`config.mk`:
```
export PLATFORM = sky130hd
export DESIGN_NAME = quadrature_generator
export DESIGN_NICKNAME = d
export VERILOG_FILES = /design/src/rtl/qs_pkg.sv /design/src/rtl/qs_dwell_timer.sv /design/src/rtl/quadrature_generator.sv
export SDC_FILE = /design/constraint.sdc
export NUM_CORES = 1
export LEC_CHECK = 0
export CAP_MARGIN = 20
export CORE_MARGIN = 2
export CORE_UTILIZATION = 40
export CTS_CLUSTER_SIZE = 30
export DETAILED_ROUTE_END_ITERATION = 7
export GPL_TIMING_DRIVEN = 0
export PLACE_DENSITY = 0.59
export SLEW_MARGIN = 0
export SYNTH_ARGS = -nofsm -noshare
export SYNTH_HDL_FRONTEND = slang
export SYNTH_SLANG_ARGS = --single-unit
```
`constraint.sdc`:
```
create_clock -name clk -period 4.55 [get_ports clk]
set_clock_uncertainty 0.1 [all_clocks]
set_input_delay 0.6825 -clock clk [delete_from_list [all_inputs] [get_ports clk]]
set_output_delay 0.6825 -clock clk [all_outputs]
set_load 0.1 [all_outputs]
```
`src/rtl/qs_pkg.sv`:
```
// Shared quadrature definitions: Gray map from 2-bit state q to {A,B} and direction encodings.
// Latency: n/a (constants and a pure function).
// Backpressure: n/a.
// Used by both the quadrature generator and the quadrature decoder so both ends agree on phase order.
package qs_pkg;

   localparam logic DIR_FWD = 1'b1;
   localparam logic DIR_REV = 1'b0;

   // {A,B} per quadrature state; forward order is A rises, B rises, A falls, B falls.
   localparam logic [1:0] QUAD_GRAY [4] = '{2'b00, 2'b10, 2'b11, 2'b01};

   function automatic logic [1:0] quad_gray(input logic [1:0] q);
      return QUAD_GRAY[q];
   endfunction

endpackage

```
`src/rtl/qs_dwell_timer.sv`:
```
// Saturating dwell counter: measures clocks since the last output edge, ready once MAX_COUNT is reached.
// Latency: clear takes effect on the next clock; ready is a registered-count compare.
// Backpressure: none; clear always wins over counting.
// Ports: clk, reset (sync, active-high, loads MAX_COUNT so the timer starts ready),
//        clear (restart from 0), ready (count has reached MAX_COUNT).
module qs_dwell_timer #(
   parameter int unsigned MAX_COUNT = 7
) (
   input  logic clk,
   input  logic reset,
   input  logic clear,
   output logic ready
);

   localparam int unsigned TW = (MAX_COUNT > 0) ? $clog2(MAX_COUNT + 1) : 1;
   localparam logic [TW-1:0] MAX_C = TW'(MAX_COUNT);

   logic [TW-1:0] count;

   always_ff @(posedge clk) begin
      if (reset) begin
         count <= MAX_C;
      end else if (clear) begin
         count <= '0;
      end else if (count != MAX_C) begin
         count <= count + TW'(1);
      end
   end

   // Count never exceeds MAX_C, so equality is the same as >=.
   assign ready = (count == MAX_C);

endmodule

```
`src/rtl/quadrature_generator.sv`:
```
// Step/direction to two-phase quadrature converter with a signed pending-step queue and position counter.
// Latency: step rising edge sampled at clock k updates pending at k; phase edge at k+1 when the dwell timer is ready.
// Backpressure: none upstream; excess steps queue in pending, and steps beyond its range are dropped with sticky overflow.
// Ports: clk, reset (sync, active-high), step_in, dir_in (1=forward), enable (0 freezes outputs),
//        phaseA/phaseB (quadrature out), busy (steps queued), overflow (sticky drop flag), position (net edges).
module quadrature_generator
   import qs_pkg::*;
#(
   parameter int unsigned MIN_EDGE_CLKS = 8,
   parameter int unsigned PEND_W        = 4,
   parameter int unsigned POS_W         = 32
) (
   input  logic             clk,
   input  logic             reset,
   input  logic             step_in,
   input  logic             dir_in,
   input  logic             enable,
   output logic             phaseA,
   output logic             phaseB,
   output logic             busy,
   output logic             overflow,
   output logic [POS_W-1:0] position
);

   localparam int unsigned XW = PEND_W + 2;   // headroom for pending + d - e without wrap
   localparam int          PEND_MAX = 2 ** (PEND_W - 1) - 1;
   localparam logic signed [XW-1:0] LIM_P  = XW'(PEND_MAX);
   localparam logic signed [XW-1:0] LIM_N  = -LIM_P;
   localparam logic signed [XW-1:0] ONE_P  = XW'(1);
   localparam logic signed [XW-1:0] ONE_N  = XW'(-1);

   logic                     step_in_d;
   logic signed [PEND_W-1:0] pending;
   logic signed [PEND_W-1:0] pend_next;
   logic [1:0]               q;
   logic [1:0]               q_next;
   logic [1:0]               phase_ab;
   logic                     stp;
   logic                     emit;
   logic                     e_fwd;
   logic                     ready;
   logic                     drop;
   logic signed [XW-1:0]     p_ext;
   logic signed [XW-1:0]     d_ext;
   logic signed [XW-1:0]     e_ext;
   logic signed [XW-1:0]     sum_noin;
   logic signed [XW-1:0]     sum_all;

   qs_dwell_timer #(
      .MAX_COUNT (MIN_EDGE_CLKS - 1)
   ) u_dwell (
      .clk   (clk),
      .reset (reset),
      .clear (emit),
      .ready (ready)
   );

   always_comb begin
      stp      = step_in & ~step_in_d;
      emit     = enable & (pending != '0) & ready;
      // Emit direction follows the sign of the net queued steps.
      e_fwd    = ~pending[PEND_W-1];
      p_ext    = XW'(pending);
      d_ext    = '0;
      if (stp) begin
         d_ext = (dir_in == DIR_FWD) ? ONE_P : ONE_N;
      end
      e_ext    = '0;
      if (emit) begin
         e_ext = e_fwd ? ONE_P : ONE_N;
      end
      sum_noin = p_ext - e_ext;
      sum_all  = sum_noin + d_ext;
      // Only the incoming step can push past the range; an emit always moves toward zero.
      drop      = stp & ((sum_all > LIM_P) | (sum_all < LIM_N));
      pend_next = drop ? sum_noin[PEND_W-1:0] : sum_all[PEND_W-1:0];
      q_next    = q;
      if (emit) begin
         q_next = e_fwd ? (q + 2'd1) : (q - 2'd1);
      end
   end

   always_ff @(posedge clk) begin
      if (reset) begin
         // A step_in held high through reset must not count as a new step.
         step_in_d <= 1'b1;
         pending   <= '0;
         q         <= 2'd0;
         phase_ab  <= 2'b00;
         position  <= '0;
         overflow  <= 1'b0;
      end else begin
         step_in_d <= step_in;
         pending   <= pend_next;
         q         <= q_next;
         phase_ab  <= quad_gray(q_next);
         if (drop) begin
            overflow <= 1'b1;
         end
         if (emit) begin
            position <= e_fwd ? (position + POS_W'(1)) : (position - POS_W'(1));
         end
      end
   end

   assign phaseA = phase_ab[1];
   assign phaseB = phase_ab[0];
   assign busy   = (pending != '0);

endmodule

```
==> results.yml, run 1 <==
placement:
  dpl-instance-area_um2: 4190
  portBuffers: 40
  gp_congestion: 0.890
  hpwl_mm: 7.00
critical_path:
  worstPathMaxFanout: 19
  path_buf_inv: 4
  cp_top_family: "adder cells"
  end_kind: "register"
  critPathKind: "register to register"
  start_kind: "register"
  cp_slowest_cell: "or4_4"
  critPathMaxStageDelay_ps: 550
  crit_chain: "buf_4 > or4_4 > nand3_1 > inv_1 > buf_4 > ha_1 > inv_1 > fa_1 > ha_1 > a21o_1 > a21oi_1 > o21bai_1 > a21oi_1 > xnor2_1 > nand4_1 > o311a_4 > mux2_2"
  critPathRequiredTime_ps: 4650
  crit_arrival_ps: 4430
final_layout:
  antenna_cells: 0
  fin_area_um2: 4310
  drive_above_1_share_pct: 6.58
  mostFrequentLayoutCell: "nand2_1"
  nFillCells: 891
  multi_input_area_um2: 2620
  areaGrowthSynthToFinish_pct: 18.1
  final_cell_mix: "nand2_1 (64), a21oi_1 (63), dfxtp_1 (43)"
  nNetsFinal: 564
  seq_area_um2: 885
route:
  initialDrtViolationCount: 110
  post_drt_via_cell_ratio: 5.55
  ant_nets: 0
  vias: 3470
  firstDrtPassIters: 5
  drc_errors: 0
  wirelength_mm: 9.44
  wl_per_cell_um: 15.1
timing:
  tns_ps: 0
  fmax_ghz: 0.231
  hold_viol_final: 0
  min_period_ps: 4330
  worst_pin_slew_ps: 980
  final.period_utilization_pct: 95.2
  slew_headroom_pct: 34.4
  slew_violations: 0
  grt_setup_unrepaired: "false"
  setup_viol: 0
clocking:
  cts_made_buffers: 5
  clockBufferDepth: 2
  htreeDepth: 2
  clkLatencyLatePin_ps: 300
  tritoncts: "yes"
  clock_sinks: 44
  cts_root_buffer: "clkbuf_8"
  ctsHoldBuffers: 0
  cts.clk_slew.worst_paths_ps: 90
yosys:
  synthCells: 469
  ys_async_sr_fraction_pct: 0
  ys_types: 59
  ys_ff_latch: 44
  synth_edf_count: 0
  yosys_warnings: 0
  syn-num-nets: 517
  avgSynthCellArea_um2: 7.78
  ys.flop_type: "dfxtp_1"
  syn_area_um2: 3650
  synth.yosys.seq_area_share_pct: 24.2
power:
  ir_drop_v: 0.000655
  internal_power_mw: 1.08
  p_leak_nw: 1.73
  clkPwrFrac_pct: 11.9
  p_switching_mw: 1.21
  share_comb_of_total_power_pct: 64.5
  switching_share_pct: 52.8
  p_seq_share_pct: 23.6
  cellPowerDensity_nw_per_um2: 532
hold_path:
  hp-class: "register to register"
outcome:
  status: "complete, no violations"
floorplanning:
  boundaryPins: 41
  dieArea_um2: 9900
  chipHeight_um: 99.5
  core-area_um2: 8760
  rows: 34
  initial_core_util_pct: 41.6
  dieWidth_um: 99.5
grt:
  grt_pass1_wl_mm: 15.8
  first_global_vias: 3331
  track_usage_pct: 19.7
  grt_max_degree: 32
  antenna_found_initial: 0
  grt-ovfl-total: 0
job:
  drv_cap: 0
-- worst paths after layout --
kind,cells after the start,slack (ps),to,startpoint
worst max-delay path,17,220,pending[1]$_SDFF_PP0_,pending[3]$_SDFF_PP0_
worst max register to register,17,220,pending[1]$_SDFF_PP0_,pending[3]$_SDFF_PP0_
worst min register to register,1,370,overflow$_SDFFE_PP0P_,overflow$_SDFFE_PP0P_
worst min-delay path,1,370,overflow$_SDFFE_PP0P_,overflow$_SDFFE_PP0P_
-- registers in the layout, summed over array words and instances (netlist names) --
| signal | count |
|---|---|
| u_dwell.count | 3 |
| pending | 4 |
| step_in_d | 1 |
| position | 32 |
| phase_ab | 2 |
| q | 1 |
| overflow | 1 |
-- metrics by stage --
stage | power, mW | hold slack [ps] | setup WS, ps | cells | utilization (%)
after floorplan | 1.69 | 349 | 21.1 | 469 | -
after global placement | 1.98 | 352 | -656 | 617 | 47.8
after detailed placement | 2.00 | 357 | -668 | 617 | 47.8
after CTS | 2.30 | 378 | 27.3 | 624 | 49.0
after global routing | 2.47 | 401 | 40.1 | 625 | 49.2
final | 2.29 | 373 | 220 | 625 | 49.2
-- synth_stat cells (2+ instances only) --
library cell  count  area [µm²]
nand2_1          64         240
a21oi_1          63         315
dfxtp_1          44         881
ha_1             40         500
nor2_1           30         113
inv_1            22        82.6
xnor2_1          21         184
nand3_1          20         100
o21ai_0          20         100
a21o_1           10        75.1
clkbuf_1          8        30.0
o21bai_1          8        60.1
buf_2             7        35.0
and3_1            6        37.5
nand2b_1          6        37.5
nor2b_1           6        37.5
nor3_1            6        30.0
o21a_1            6        45.0
xor2_1            6        52.6
a211oi_1          5        37.5
a31oi_1           5        31.3
mux2i_1           5        50.1
nand3b_1          5        37.5
nor4_1            4        25.0
or3_1             4        25.0
a211oi_2          3        37.5
a21boi_0          3        22.5
fa_1              3        60.1
nor3b_1           3        22.5
o211ai_1          3        22.5
or2_2             3        18.8
mux2_2            2        22.5
nor4b_1           2        17.5
-- power groups by stage --
stage / Clock [mW] / Combinational [mW] / Sequential, mW
floorplan: 0 / 0.829 / 0.857
global placement: 0 / 1.42 / 0.560
detailed placement: 0 / 1.44 / 0.561
CTS: 0.282 / 1.46 / 0.553
global route: 0.301 / 1.61 / 0.556
finish: 0.272 / 1.48 / 0.541
-- worst reg2reg max path, delay by kind of cell, from the launching register on --
family	cells	cell delay [ps]
and+or+nand+nor	3	760
adders and majority gates	3	970
xor gates and xnor gates	1	130
DFF	1	440
buffers and inverters	4	590
muxes	1	340
AOI/OAI and AO/OA	5	910
-- what timing repair did --
| item | CTS | global route |
|---|---|---|
| buffers inserted | 0 | 1 |
| pin swaps | 1 | 0 |
| endpoints found under the setup margin | 5 | 5 |
| gates resized for setup | 2 | 3 |
-- final cells by class --
cell class	count	share of cell area [%]
flip-flops and latches	44	20.5
clock buffers	8	2.09
plain buffers	16	1.74
multi-input cells	384	60.9
inverters	24	2.09
repair buffers	41	9.55
well taps	108	3.14
-- layer usage --
| layer | GRT usage [%] | wire [µm] | up-vias |
|---|---|---|---|
| li1 | - | - | 1772 |
| met3 | 2.95 | 324 | 11 |
| met4 | 6.95 | 152 | 0 |
| met1 | 26.0 | 4450 | 1622 |
| met5 | 0 | 0 | - |
| met2 | 32.8 | 4510 | 65 |
-- cell families (layout without fill, tap and decap cells) --
| group | count (synthesis) | after routing | share of synthesized area (%) |
|---|---|---|---|
| AO/OA/AOI/OAI | 143 | 143 | 26.1 |
| XOR/XNOR | 27 | 27 | 6.48 |
| adder cells (fa/ha/maj) | 43 | 43 | 15.4 |
| buffers and inverters | 41 | 89 | 4.56 |
| flip-flops | 44 | 44 | 24.2 |
| multiplexers | 7 | 7 | 1.99 |
| AND/OR/NAND/NOR | 164 | 164 | 21.4 |
Power figures use the tool's default switching activity.
==> run 2: changes to the inputs <==
Settings changed: CORE_MARGIN 2 to 5.
==> run 2 against run 1 <==
  * Sequential share of layout area down 0.29 points
  * Sequential cell count unchanged
  * Non-clock buffer count up 3
  * Power up 2.7%
  * Critical path depth unchanged
==> results.yml, run 2 (synthesis gave the netlist of run 1 again) <==
grt:
  grt-ovfl-total: 0
  grt_max_degree: 32
  track_usage_pct: 16.8
  first_global_vias: 3280
  grt_pass1_wl_mm: 15.7
  antenna_found_initial: 0
critical_path:
  reg2reg_from: "pending[3]$_SDFF_PP0_"
  start_kind: "register"
  crit_chain: "buf_4 > or4_4 > nand3_1 > inv_1 > buf_4 > ha_1 > inv_1 > fa_1 > ha_1 > a21o_1 > a21oi_2 > o21bai_1 > a21oi_2 > xnor2_2 > nand4_1 > o311a_4 > mux2_2"
  critPathKind: "register to register"
  end_kind: "register"
  critPathRequiredTime_ps: 4640
  cp_slowest_cell: "or4_4"
  reg2reg_to: "pending[1]$_SDFF_PP0_"
  crit_arrival_ps: 4420
  critPathMaxStageDelay_ps: 550
  worstPathMaxFanout: 19
  r2r_setup_slack_ps: 220
  r2r_cells: 17
floorplanning:
  rows: 34
  dieWidth_um: 105
  chipHeight_um: 105
  core-area_um2: 8810
  dieArea_um2: 11100
  initial_core_util_pct: 41.4
  boundaryPins: 41
route:
  wirelength_mm: 9.47
  drc_errors: 0
  post_drt_via_cell_ratio: 5.48
  wl_met2_mm: 4.60
  met1_length_mm: 4.31
  firstDrtPassIters: 4
  top_layer: "met4"
  wl_per_cell_um: 15.1
  vias: 3441
  wl_met3_um: 407
  ant_nets: 0
  initialDrtViolationCount: 129
timing:
  hold_viol_final: 0
  setup_viol: 0
  slew_violations: 0
  timing.final.ws_setup_ps: 225
  fmax_ghz: 0.231
  slew_headroom_pct: 34.5
  final.period_utilization_pct: 95.1
  worst_pin_slew_ps: 980
  min_period_ps: 4330
clocking:
  cts.clk_slew.worst_paths_ps: 80
  tritoncts: "yes"
  cts_root_buffer: "clkbuf_8"
  clockBufferDepth: 2
  clock_sinks: 44
  htreeDepth: 2
  clkLatencyLatePin_ps: 300
  cts_made_buffers: 5
  ctsHoldBuffers: 0
final_layout:
  final_cell_mix: "nand2_1 (63), a21oi_1 (61), dfxtp_1 (43)"
  mostFrequentLayoutCell: "nand2_1"
  fin_cells: 628
  top_register: "position"
  fin_area_um2: 4370
  antenna_cells: 0
  largest_reg_flops: 32
  top_regs: "position (32), pending (4), u_dwell.count (3)"
  areaGrowthSynthToFinish_pct: 19.8
  nNetsFinal: 567
  drive_above_1_share_pct: 8.08
outcome:
  status: "complete, no violations"
placement:
  dpl-instance-area_um2: 4190
  gp_congestion: 0.842
  dpl_worst_slack_ps: -663
  portBuffers: 40
  dp_cells: 617
  hpwl_mm: 7.04
hold_path:
  holdPathStages: 1
  whs_endpoint: "overflow$_SDFFE_PP0P_"
  min_from: "overflow$_SDFFE_PP0P_"
  hp-class: "register to register"
power:
  ir_drop_v: 0.000613
  clkPwrFrac_pct: 12.9
  share_comb_of_total_power_pct: 64.2
  p_switching_mw: 1.22
  switching_share_pct: 51.6
  p_seq_share_pct: 22.9
  cellPowerDensity_nw_per_um2: 538
  p_leak_nw: 1.77
  internal_power_mw: 1.14
job:
  drv_cap: 0
==> run 2: what timing repair did <==
| item | in CTS | in global routing |
|---|---|---|
| pin swaps | 1 | 1 |
| hold endpoints to repair | 0 | 0 |
| resized for setup | 2 | 6 |
| setup buffers | 0 | 4 |
| endpoints found under the setup margin | 5 | 5 |
==> run 2: how the worst max path moves through the flow <==
stage / from / end / cells past startpoint
global route: pending[3]$_SDFF_PP0_ / pending[0]$_SDFF_PP0_ / 17
floorplan: pending[3]$_SDFF_PP0_ / pending[0]$_SDFF_PP0_ / 17
global placement: enable / pending[0]$_SDFF_PP0_ / 18
CTS: pending[3]$_SDFF_PP0_ / pending[1]$_SDFF_PP0_ / 19
detailed placement: enable / pending[1]$_SDFF_PP0_ / 18
finish: pending[3]$_SDFF_PP0_ / pending[1]$_SDFF_PP0_ / 17
==> run 2: critical path: cells and delay by family, from the launching register on <==
family / cells / cell delay [ps]
flip-flops: 1 / 430
XOR/XNOR: 1 / 90
buffers and inverters: 4 / 590
adder cells (fa/ha/maj): 3 / 960
AO/OA/AOI/OAI: 5 / 930
multiplexers: 1 / 350
AND/OR/NAND/NOR: 3 / 750
==> run 2: cell type report <==
| class | instances | area, µm² |
|---|---|---|
| flip-flops and latches | 44 | 885 |
| clock inverters | 2 | 35.0 |
| clock buffers | 6 | 72.6 |
| repair buffers | 44 | 438 |
| multi-input cells | 384 | 2640 |
| inverters | 24 | 90.1 |
| well taps | 108 | 135 |
| fillers | 864 | 4440 |
| plain buffers | 16 | 75.1 |
==> run 2: metal layers <==
layer	track usage, %	up-vias
met5	0	-
met4	4.63	0
met3	2.81	13
met2	29.1	71
met1	21.7	1572
li1	-	1785
==> run 2: power groups by stage <==
stage / clock network, mW / logic, mW / registers (mW)
4_1_cts: 0.320 / 1.45 / 0.552
2_1_floorplan: 0 / 0.829 / 0.857
3_5_place_dp: 0 / 1.43 / 0.560
5_1_grt: 0.330 / 1.65 / 0.552
3_3_place_gp: 0 / 1.41 / 0.557
6_report: 0.304 / 1.51 / 0.539
==> run 2: stage by stage <==
step,setup TNS [ps],hold WS [ps],util [%],total power [mW]
detailed placement,-2840,358,47.6,1.99
global route,-26.3,397,49.6,2.53
global placement,-2460,353,47.6,1.97
finish,0,371,49.6,2.35
CTS,0,380,48.9,2.32
floorplan,0,349,-,1.69
